===== src/rtl/lsu_ctrl.sv =====
// rtl/lsu_ctrl.sv - load/store initiator between core datapath and dmem byte port
//
// Purpose:
//   Accepts one load/store request at a time, drives the dmem byte-addressed
//   port (size, extend, lane-steered write data) and returns the result on a
//   response channel that is held until the core accepts it.
//   Optional feature macro MISALIGN_EN: when defined, misaligned loads become
//   two aligned word reads and misaligned stores become a sequence of byte
//   writes. When undefined, misaligned requests return resp_err=1.
//
// Ports:
//   clk, rst_n                      clock, asynchronous active-low reset
//   req_valid/req_ready             request handshake (ready only in IDLE)
//   req_we, req_size, req_unsigned  store flag, 00/01/10 size (11 illegal), LBU/LHU
//   req_addr, req_wdata             byte address, right-justified store data
//   resp_valid/resp_ready           held response handshake
//   resp_rdata, resp_err            extended load data, error flag
//   mem_we, mem_write_size,
//   mem_read_size,
//   mem_unsigned_extend, mem_addr,
//   mem_wd                          dmem controls, address, lane-steered data
//   mem_rd                          dmem combinational read data

module lsu_ctrl #(
    parameter int ADDR_WIDTH = 12
) (
    input  logic                  clk,
    input  logic                  rst_n,
    input  logic                  req_valid,
    output logic                  req_ready,
    input  logic                  req_we,
    input  logic [1:0]            req_size,
    input  logic                  req_unsigned,
    input  logic [ADDR_WIDTH-1:0] req_addr,
    input  logic [31:0]           req_wdata,
    output logic                  resp_valid,
    input  logic                  resp_ready,
    output logic [31:0]           resp_rdata,
    output logic                  resp_err,
    output logic                  mem_we,
    output logic [1:0]            mem_write_size,
    output logic [1:0]            mem_read_size,
    output logic                  mem_unsigned_extend,
    output logic [ADDR_WIDTH-1:0] mem_addr,
    output logic [31:0]           mem_wd,
    input  logic [31:0]           mem_rd
);

    typedef enum logic [2:0] {
        S_IDLE   = 3'd0,
        S_ACCESS = 3'd1,
        S_RESP   = 3'd2,
        S_LD_LO  = 3'd3,
        S_LD_HI  = 3'd4,
        S_SBYTE  = 3'd5
    } state_t;

    state_t                  state;
    logic                    we_q;
    logic [1:0]              size_q;
    logic                    uns_q;
    logic [ADDR_WIDTH-1:0]   addr_q;
    logic [31:0]             wdata_q;
    logic [31:0]             w0_q;
    logic [1:0]              cnt_q;

    logic                    req_misaligned;
    logic [ADDR_WIDTH-1:0]   base_addr;
    logic [31:0]             mis_word;
    logic [31:0]             mis_rdata;
    logic [7:0]              split_byte;
    logic [1:0]              split_last;

    assign req_ready = (state == S_IDLE);

    assign req_misaligned = ((req_size == 2'b01) && req_addr[0]) ||
                            ((req_size == 2'b10) && (req_addr[1:0] != 2'b00));

    assign base_addr  = {addr_q[ADDR_WIDTH-1:2], 2'b00};
    assign split_last = (size_q == 2'b01) ? 2'd1 : 2'd3;

    // Misaligned load result: the two captured words form a 64-bit window
    // {W1,W0}; shifting it right by the byte offset leaves the requested
    // bytes right-justified. mem_rd carries W1 during LD_HI.
    always_comb begin
        mis_word = w0_q;
        case (addr_q[1:0])
            2'd0: mis_word = w0_q;
            2'd1: mis_word = {mem_rd[7:0],  w0_q[31:8]};
            2'd2: mis_word = {mem_rd[15:0], w0_q[31:16]};
            2'd3: mis_word = {mem_rd[23:0], w0_q[31:24]};
            default: mis_word = w0_q;
        endcase
        mis_rdata = mis_word;
        if (size_q == 2'b01) begin
            mis_rdata = uns_q ? {16'h0000, mis_word[15:0]}
                              : {{16{mis_word[15]}}, mis_word[15:0]};
        end
    end

    always_comb begin
        split_byte = wdata_q[7:0];
        case (cnt_q)
            2'd0: split_byte = wdata_q[7:0];
            2'd1: split_byte = wdata_q[15:8];
            2'd2: split_byte = wdata_q[23:16];
            2'd3: split_byte = wdata_q[31:24];
            default: split_byte = wdata_q[7:0];
        endcase
    end

    // dmem controls are decoded from the registered state so that an
    // asynchronous reset drops mem_we in the same cycle.
    always_comb begin
        mem_we              = 1'b0;
        mem_write_size      = 2'b10;
        mem_read_size       = 2'b10;
        mem_unsigned_extend = 1'b0;
        mem_addr            = '0;
        mem_wd              = 32'h0;
        case (state)
            S_ACCESS: begin
                mem_we              = we_q;
                mem_write_size      = size_q;
                mem_read_size       = size_q;
                mem_unsigned_extend = uns_q;
                mem_addr            = addr_q;
                case (size_q)
                    2'b00:   mem_wd = {4{wdata_q[7:0]}};
                    2'b01:   mem_wd = {2{wdata_q[15:0]}};
                    default: mem_wd = wdata_q;
                endcase
            end
            S_LD_LO: begin
                mem_addr = base_addr;
            end
            S_LD_HI: begin
                mem_addr = base_addr + ADDR_WIDTH'(4);
            end
            S_SBYTE: begin
                mem_we         = 1'b1;
                mem_write_size = 2'b00;
                mem_read_size  = 2'b00;
                mem_addr       = addr_q + {{(ADDR_WIDTH-2){1'b0}}, cnt_q};
                mem_wd         = {4{split_byte}};
            end
            default: ;
        endcase
    end

    always_ff @(posedge clk or negedge rst_n) begin
        if (!rst_n) begin
            state      <= S_IDLE;
            resp_valid <= 1'b0;
            resp_rdata <= 32'h0;
            resp_err   <= 1'b0;
            we_q       <= 1'b0;
            size_q     <= 2'b10;
            uns_q      <= 1'b0;
            addr_q     <= '0;
            wdata_q    <= 32'h0;
            w0_q       <= 32'h0;
            cnt_q      <= 2'd0;
        end else begin
            case (state)
                S_IDLE: begin
                    if (req_valid) begin
                        we_q       <= req_we;
                        size_q     <= req_size;
                        uns_q      <= req_unsigned;
                        addr_q     <= req_addr;
                        wdata_q    <= req_wdata;
                        cnt_q      <= 2'd0;
                        resp_rdata <= 32'h0;
                        resp_err   <= 1'b0;
                        if (req_size == 2'b11) begin
                            resp_err   <= 1'b1;
                            resp_valid <= 1'b1;
                            state      <= S_RESP;
                        end else if (req_misaligned) begin
`ifdef MISALIGN_EN
                            state <= req_we ? S_SBYTE : S_LD_LO;
`else
                            resp_err   <= 1'b1;
                            resp_valid <= 1'b1;
                            state      <= S_RESP;
`endif
                        end else begin
                            state <= S_ACCESS;
                        end
                    end
                end
                S_ACCESS: begin
                    if (!we_q) begin
                        resp_rdata <= mem_rd;
                    end
                    resp_valid <= 1'b1;
                    state      <= S_RESP;
                end
                S_LD_LO: begin
                    w0_q  <= mem_rd;
                    state <= S_LD_HI;
                end
                S_LD_HI: begin
                    resp_rdata <= mis_rdata;
                    resp_valid <= 1'b1;
                    state      <= S_RESP;
                end
                S_SBYTE: begin
                    if (cnt_q == split_last) begin
                        resp_valid <= 1'b1;
                        state      <= S_RESP;
                    end else begin
                        cnt_q <= cnt_q + 2'd1;
                    end
                end
                S_RESP: begin
                    if (resp_ready) begin
                        resp_valid <= 1'b0;
                        state      <= S_IDLE;
                    end
                end
                default: state <= S_IDLE;
            endcase
        end
    end

endmodule

===== config.mk =====
export PLATFORM = sky130hd
export DESIGN_NAME = lsu_ctrl
export DESIGN_NICKNAME = d
export VERILOG_FILES = /design/src/rtl/lsu_ctrl.sv
export SDC_FILE = /design/constraint.sdc
export NUM_CORES = 1
export LEC_CHECK = 0
export ABC_CLOCK_PERIOD_IN_PS = 2400
export CAP_MARGIN = 20
export CELL_PAD_IN_SITES_DETAIL_PLACEMENT = 0
export CELL_PAD_IN_SITES_GLOBAL_PLACEMENT = 1
export CORE_UTILIZATION = 38
export DETAILED_ROUTE_END_ITERATION = 8
export PLACE_DENSITY_LB_ADDON = 0.1
export RECOVER_POWER = 100
export SLEW_MARGIN = 20
export SYNTH_ARGS = -nofsm -noshare
export SYNTH_HDL_FRONTEND = slang
export SYNTH_SLANG_ARGS = --single-unit

===== constraint.sdc =====
create_clock -name clk -period 2.4 [get_ports clk]
set_input_delay 0.24 -clock clk [delete_from_list [all_inputs] [get_ports clk]]
set_output_delay 0.24 -clock clk [all_outputs]
set_load 0.01 [all_outputs]

==> impl_metrics.csv, run 1 <==
group,metric,value,unit
clock_tree,cts_max_path_buffers,2,
cells_and_area,final_cells,1153,
synthesis,synth_warnings,0,
timing,rsz0062_at_grt,"true",
timing,setup_violations,2,
status,violations,"max-capacitance violations, max-slew violations, negative setup slack",
worst_setup_path,path_class,"register to primary output",
synthesis,ys_seq_area_frac,0.429,
power,powerDensity,1200,nW/um2
timing,timing.final.ws_setup,-0.0241,ns
synthesis,syn_inst,718,
cells_and_area,num_antenna_cells,0,
routing,drc_errors,0,
placed_design,dp_hpwl,14800,um
placed_design,gp_congestion,0.832,
global_route,grt_overflow,0,
worst_setup_path,end_kind,"primary output",
synthesis,async_reset_ff_frac,1.00,
synthesis,synth-edff-count,0,
worst_setup_path,r2r_end,"resp_rdata[6]",
timing,finalCritPeriodShare,1.01,
global_route,grt.met2_usage,0.399,
synthesis,synthTopCellsByArea,"dfrtp_1, mux4_2, nand2_1",
synthesis,yosysTopAreaCellShare,0.425,
worst_setup_path,r2r_start,"state[2]",
global_route,grt_use_met1,0.315,
timing,post-route-min-period,2.42,ns
routing,dr_total_vias,6442,
synthesis,synth.distinct_cells,55,
routing,viasPerCell,5.59,
synthesis,syn_nets,810,
placed_design,dp.cells,1107,
global_route,grt_usage,0.245,
die,die_w,137,um
timing,tightest_slew,1.77,ns
die,start_util,0.388,
power,p_leak,0.00442,uW
clock_tree,cts_tree,"built",
routing,drt-initial-drc-count,454,
placed_design,io_buffers,168,
synthesis,synth_most_common_cell,"nand2_1",
synthesis,syn-cell-area,6940,um2
cells_and_area,fill_cells,1599,
synthesis,yosys.area.top_type,"dfrtp_1",
die,coreArea,17900,um2
timing,slew_headroom,-0.183,
timing,fin_skew,0.00813,ns
worst_setup_path,endpoint,"mem_addr[8]",
global_route,grt.met3_usage,0.0581,
routing,final_antenna_net_count,0,
power,ir_drop,0.611,mV
placed_design,placed_area,9050,um2
global_route,grt_antenna_before_repair,0,
cells_and_area,drive_above_1_share,0.256,
clock_tree,clock_sinks,119,
timing,max_freq,413,MHz
clock_tree,clk_pin_slew_worst_paths,0.06,ns
routing,dr.pass1.iters,7,
worst_setup_path,crit_arrival,2.18,ns
global_route,grt.busiest_layer,"met2",
synthesis,synth_flop_cell,"dfrtp_1",
worst_setup_path,path_max_fanout,4,
worst_hold_path,hp-class,"input pin to register",
clock_tree,root_buffer,"clkbuf_16",
routing,wl,21900,um
global_route,grt_max_degree,47,
routing,wire_per_inst,19.0,um
timing,drv_slew,32,
clock_tree,cts_buffers,17,
worst_hold_path,min-delay-start,"req_addr[6]",
cells_and_area,area_growth,41.8,%
synthesis,netlist_top_cells_count,"nand2_1, dfrtp_1, o21ai_0, nor2_1, mux2_2",
die,ios,169,
synthesis,ys_seq_elements,119,
worst_setup_path,critPathLaunchType,"register",
clock_tree,cts_htree_levels,4,
global_route,grt_first_pass_wirelength,34800,um
cells_and_area,finish.net_count,1005,
status,status,"finished with violations",
worst_setup_path,crit_required,2.16,ns
job,drv_cap,1,
timing,finalHoldViolations,0,
global_route,first_global_vias,6569,
die,die-area,18800,um2
worst_setup_path,critPathLaunch,"cnt_q[0]",
clock_tree,clk_latency,0.42,ns
worst_setup_path,r2r_slack,0.13,ns
die,rows,49,
worst_setup_path,r2r_cells,6,
cells_and_area,final_cell_area,9840,um2
synthesis,avgSynthCellArea,9.67,um2
die,die-height,137,um
==> layer usage <==
| metal | routed length [um] | vias up |
|---|---|---|
| li1 | - | 2965 |
| met1 | 9230 | 3200 |
| met2 | 10700 | 240 |
| met3 | 1480 | 37 |
| met4 | 475 | 0 |
| met5 | 0 | - |
==> cell families after synthesis <==
group	Yosys count	share of synthesized area
AOI/OAI and AO/OA	145	0.133
muxes	81	0.182
DFF	119	0.429
adders and majority gates	8	0.0155
and+or+nand+nor	289	0.184
buffers and inverters	76	0.0562
==> stage by stage <==
step	total power (uW)	TNS [ns]	worst slack (ns)	utilization	hold slack (ns)
6_report	11800	-0.0378	-0.0241	0.550	0.344
5_1_grt	12600	-1.91	-0.0899	0.550	0.337
4_1_cts	11900	-0.157	-0.111	0.550	0.316
3_5_place_dp	8980	-0.249	-0.120	0.505	0.210
3_3_place_gp	8840	-0.238	-0.168	0.505	0.211
2_1_floorplan	6940	0	0.262	-	-0.0556
==> registers in the layout, summed over array words and instances (netlist names) <==
name and cells:
resp_rdata 32, w0_q 32, wdata_q 32, addr_q 12, state 3, cnt_q 2
size_q 2, resp_err 1, resp_valid 1, uns_q 1, we_q 1
==> what timing repair did <==
action	4_1_cts	5_1_grt
endpoints found under the hold margin	28	0
gates resized for setup	177	60
endpoints found under the setup margin	48	43
setup buffers	16	3
pin swaps	17	18
hold buffers	1	0
==> placed cells by master, fill, tap and decap left out, types with 3 or more instances in the layout <==
| cell type | synthesis | routed |
|---|---|---|
| bufinv_16 | 0 | 5 |
| a221oi_1 | 15 | 15 |
| a21oi_4 | 0 | 6 |
| mux2_2 | 35 | 35 |
| dlygate4sd3_1 | 0 | 33 |
| mux4_2 | 30 | 30 |
| nand3_1 | 17 | 17 |
| dfrtp_1 | 118 | 114 |
| buf_6 | 6 | 12 |
| a31oi_1 | 3 | 3 |
| nand2_1 | 177 | 176 |
| clkdlybuf4s50_1 | 0 | 90 |
| clkbuf_16 | 0 | 17 |
| a21o_1 | 4 | 4 |
| a21oi_2 | 0 | 3 |
| o21ai_1 | 0 | 10 |
| dfrtp_2 | 0 | 4 |
| ha_4 | 0 | 6 |
| a222oi_1 | 5 | 5 |
| a211o_1 | 6 | 6 |
| clkbuf_1 | 18 | 4 |
| buf_4 | 8 | 49 |
| nor2_1 | 45 | 44 |
| clkbuf_8 | 0 | 4 |
| o21ai_0 | 67 | 50 |
| nand4_1 | 20 | 20 |
| buf_2 | 24 | 26 |
| nor2b_1 | 4 | 3 |
| mux2i_1 | 13 | 13 |
| and2_1 | 5 | 3 |
| a22oi_1 | 3 | 3 |
| o21ai_2 | 0 | 6 |
| a221o_1 | 5 | 5 |
| inv_1 | 19 | 17 |
| a21oi_1 | 25 | 16 |
| nand2b_1 | 5 | 5 |
| clkbuf_2 | 0 | 10 |
==> worst max-delay path, cell delays in order, from the launching register on <==
cell     delay (ns)
dfrtp_1        0.43
ha_4           0.19
fa_2           0.38
o21ai_2        0.14
and2_4         0.16
buf_4          0.13
o21ai_0        0.08
o31ai_1        0.07
buf_2          0.17
==> worst min path at each step <==
stage,cells after the start,to,slack (ns)
after detailed placement,1,resp_rdata[6],0.21
after global routing,3,wdata_q[20],0.34
final,3,addr_q[6],0.34
after CTS,2,resp_rdata[6],0.32
after floorplan,0,addr_q[0],-0.06
after global placement,1,resp_rdata[6],0.21
==> report_power, final <==
group,internal [uW],switching (uW)
clock network,1940,912
registers,2970,850
logic,2640,2520
==> final cells by class <==
cell class                 instances  area, um2  share of cell area
clock buffer                      22        484              0.0492
clock inverter                     8        169              0.0172
inverter                          19       78.8             0.00801
multi-input combinational        523       3790               0.385
sequential                       119       2980               0.303
tap                              229        287              0.0291
timing repair buffer             233       2050               0.208
Note: power is estimated with default switching activity, not from simulation.
==> run 2: changes to the inputs <==
ABC_CLOCK_PERIOD_IN_PS = 3000   (was 2400)
CORE_UTILIZATION = 40   (was 38)
clock period = 3 ns   (was 2.4 ns; I/O delays follow)
==> run 2 against run 1 <==
Compared with the run above: the run now ends clean; sequential cell count did not move; clock skew down 0.0036 ns; non-clock buffer count shrank 41; setup slack better by 0.13 ns; wire length down 7.2%; critical path type unchanged; largest power group unchanged.
==> impl_metrics.csv, run 2 (same netlist as run 1, synthesis figures left out) <==
group,metric,value,unit
timing,fin_skew,0.00449,ns
timing,slew_headroom,0.0295,
status,status,"finished, final reports clean",
clock_tree,cts_buffers,17,
clock_tree,cts_htree_levels,4,
clock_tree,cts_max_path_buffers,2,
cells_and_area,final_cell_mix,"nand2_1, dfrtp_1, clkdlybuf4s50_1, o21ai_0, dlygate4sd3_1",
timing,drv_slew,0,
placed_design,gp_congestion,0.829,
global_route,grt_first_pass_wirelength,32600,um
cells_and_area,final_common_cell,"nand2_1",
cells_and_area,drive_above_1_share,0.147,
global_route,grt_overflow,0,
routing,met1_length,8660,um
global_route,grt_usage,0.235,
timing,post-route-min-period,2.90,ns
global_route,first_global_vias,6150,
placed_design,io_buffers,168,
timing,finalHoldViolations,0,
timing,max_freq,345,MHz
cells_and_area,reg.largest.list,"resp_rdata x32, w0_q x32, wdata_q x32",
worst_setup_path,end_kind,"primary output",
worst_setup_path,crit_arrival,2.60,ns
routing,wl,20300,um
timing,rsz0062_at_grt,"false",
timing,setup_violations,0,
clock_tree,clock_sinks,119,
die,die-area,17900,um2
routing,wl_met3,1280,um
timing,timing.final.ws_setup,0.103,ns
clock_tree,clk_pin_slew_worst_paths,0.06,ns
die,coreArea,16800,um2
cells_and_area,area_growth,34.7,%
die,start_util,0.414,
global_route,grt_max_degree,73,
placed_design,dp.cells,1072,
routing,met2WireLength,10100,um
power,p_leak,0.00407,uW
worst_setup_path,crit_required,2.70,ns
power,powerDensity,958,nW/um2
routing,dr_total_vias,6169,
timing,finalCritPeriodShare,0.966,
worst_hold_path,hp-class,"input pin to register",
routing,drc_errors,0,
die,die-height,134,um
routing,final_antenna_net_count,0,
timing,tightest_slew,1.45,ns
clock_tree,cts_tree,"built",
clock_tree,post_cts_buffers,0,
job,drv_cap,0,
worst_setup_path,path_max_fanout,4,
worst_setup_path,path_class,"register to primary output",
global_route,grt_antenna_before_repair,0,
placed_design,post-place-ws,0.326,ns
die,die_w,134,um
clock_tree,clk_latency,0.42,ns
timing,hold_ws,0.410,ns
cells_and_area,finish.net_count,964,
timing,setup_tns,0,ns
power,ir_drop,0.470,mV
cells_and_area,final_cells,1104,
clock_tree,root_buffer,"clkbuf_16",
placed_design,dp_hpwl,14000,um
cells_and_area,utilization,0.558,
routing,viasPerCell,5.59,
worst_setup_path,critPathLaunchType,"register",
routing,dr.pass1.iters,5,
routing,dr.max_layer_used,"met4",
cells_and_area,num_antenna_cells,0,
die,ios,169,
routing,wire_per_inst,18.4,um
routing,drt-initial-drc-count,458,
die,rows,47,
[run 2: changes by cell type in the layout (fill, tap and decap cells not counted), sizes merged]
cell           delta
buf              -73
bufinv            -2
clkbuf            -1
clkdlybuf4s15     -3
clkdlybuf4s50    +22
clkinv            -1
clkinvlp          +2
dlygate4sd2       -1
dlygate4sd3      +19
dlymetal6s2s      -2
[run 2: worst paths after layout]
path                                  endpoint  depth (start not counted)  slack (ns)           start
worst max register to register        cnt_q[1]                          6        0.34        state[2]
worst min register to register  resp_rdata[17]                          2        0.49  resp_rdata[17]
worst min-delay path               wdata_q[13]                          3        0.41   req_wdata[13]
min in group asynchronous       resp_rdata[14]                          2        0.69           rst_n
max in group asynchronous             cnt_q[1]                          3        0.48           rst_n
worst max-delay path              mem_addr[10]                          7        0.10       addr_q[0]
[run 2: through the flow]
step,area [um2],power (uW)
finish,9350,8960
global route,9350,9570
CTS,9390,9150
detailed placement,8780,7030
global placement,8780,6910
floorplan,6940,5560
[run 2: power breakdown]
part	total (uW)	leakage, uW	internal, uW	switching (uW)
clock	2090	0.000287	1370	720
sequential	3120	0.00146	2380	747
combinational	3740	0.00232	1960	1780
[run 2: worst max-delay path, stage by stage, from the launching register on]
cell	delay, ns
dfrtp_2	0.40
ha_1	0.22
fa_1	0.41
a21oi_2	0.19
buf_4	0.15
nor3_1	0.04
a221o_1	0.27
clkdlybuf4s50_1	0.49
[run 2: what timing repair did]
action | 4_1_cts | 5_1_grt
hold endpoints to repair | 47 | 0
setup endpoints to repair | 1 | 34
hold buffers | 1 | 0
pin swaps | 0 | 1
resized for setup | 1 | 16
[run 2: area by class of cell]
type	count	area [um2]
multi-input cells	523	3600
repair buffers	192	1820
fillers	1499	7410
clock buffers	24	482
flip-flops and latches	119	2990
well taps	220	275
clock inverters	7	119
inverters	19	71.3
[run 2: per-layer routing]
layer	up-vias	track usage
met5	-	0
met4	0	0.0789
met3	29	0.0521
met2	219	0.389
met1	3040	0.303
li1	2881	-
==> run 3: changes to the inputs <==
CAP_MARGIN = 10   (was 20)
==> results of run 3 <==
No change in the layout: final DEF, timing and power equal those of run 2.
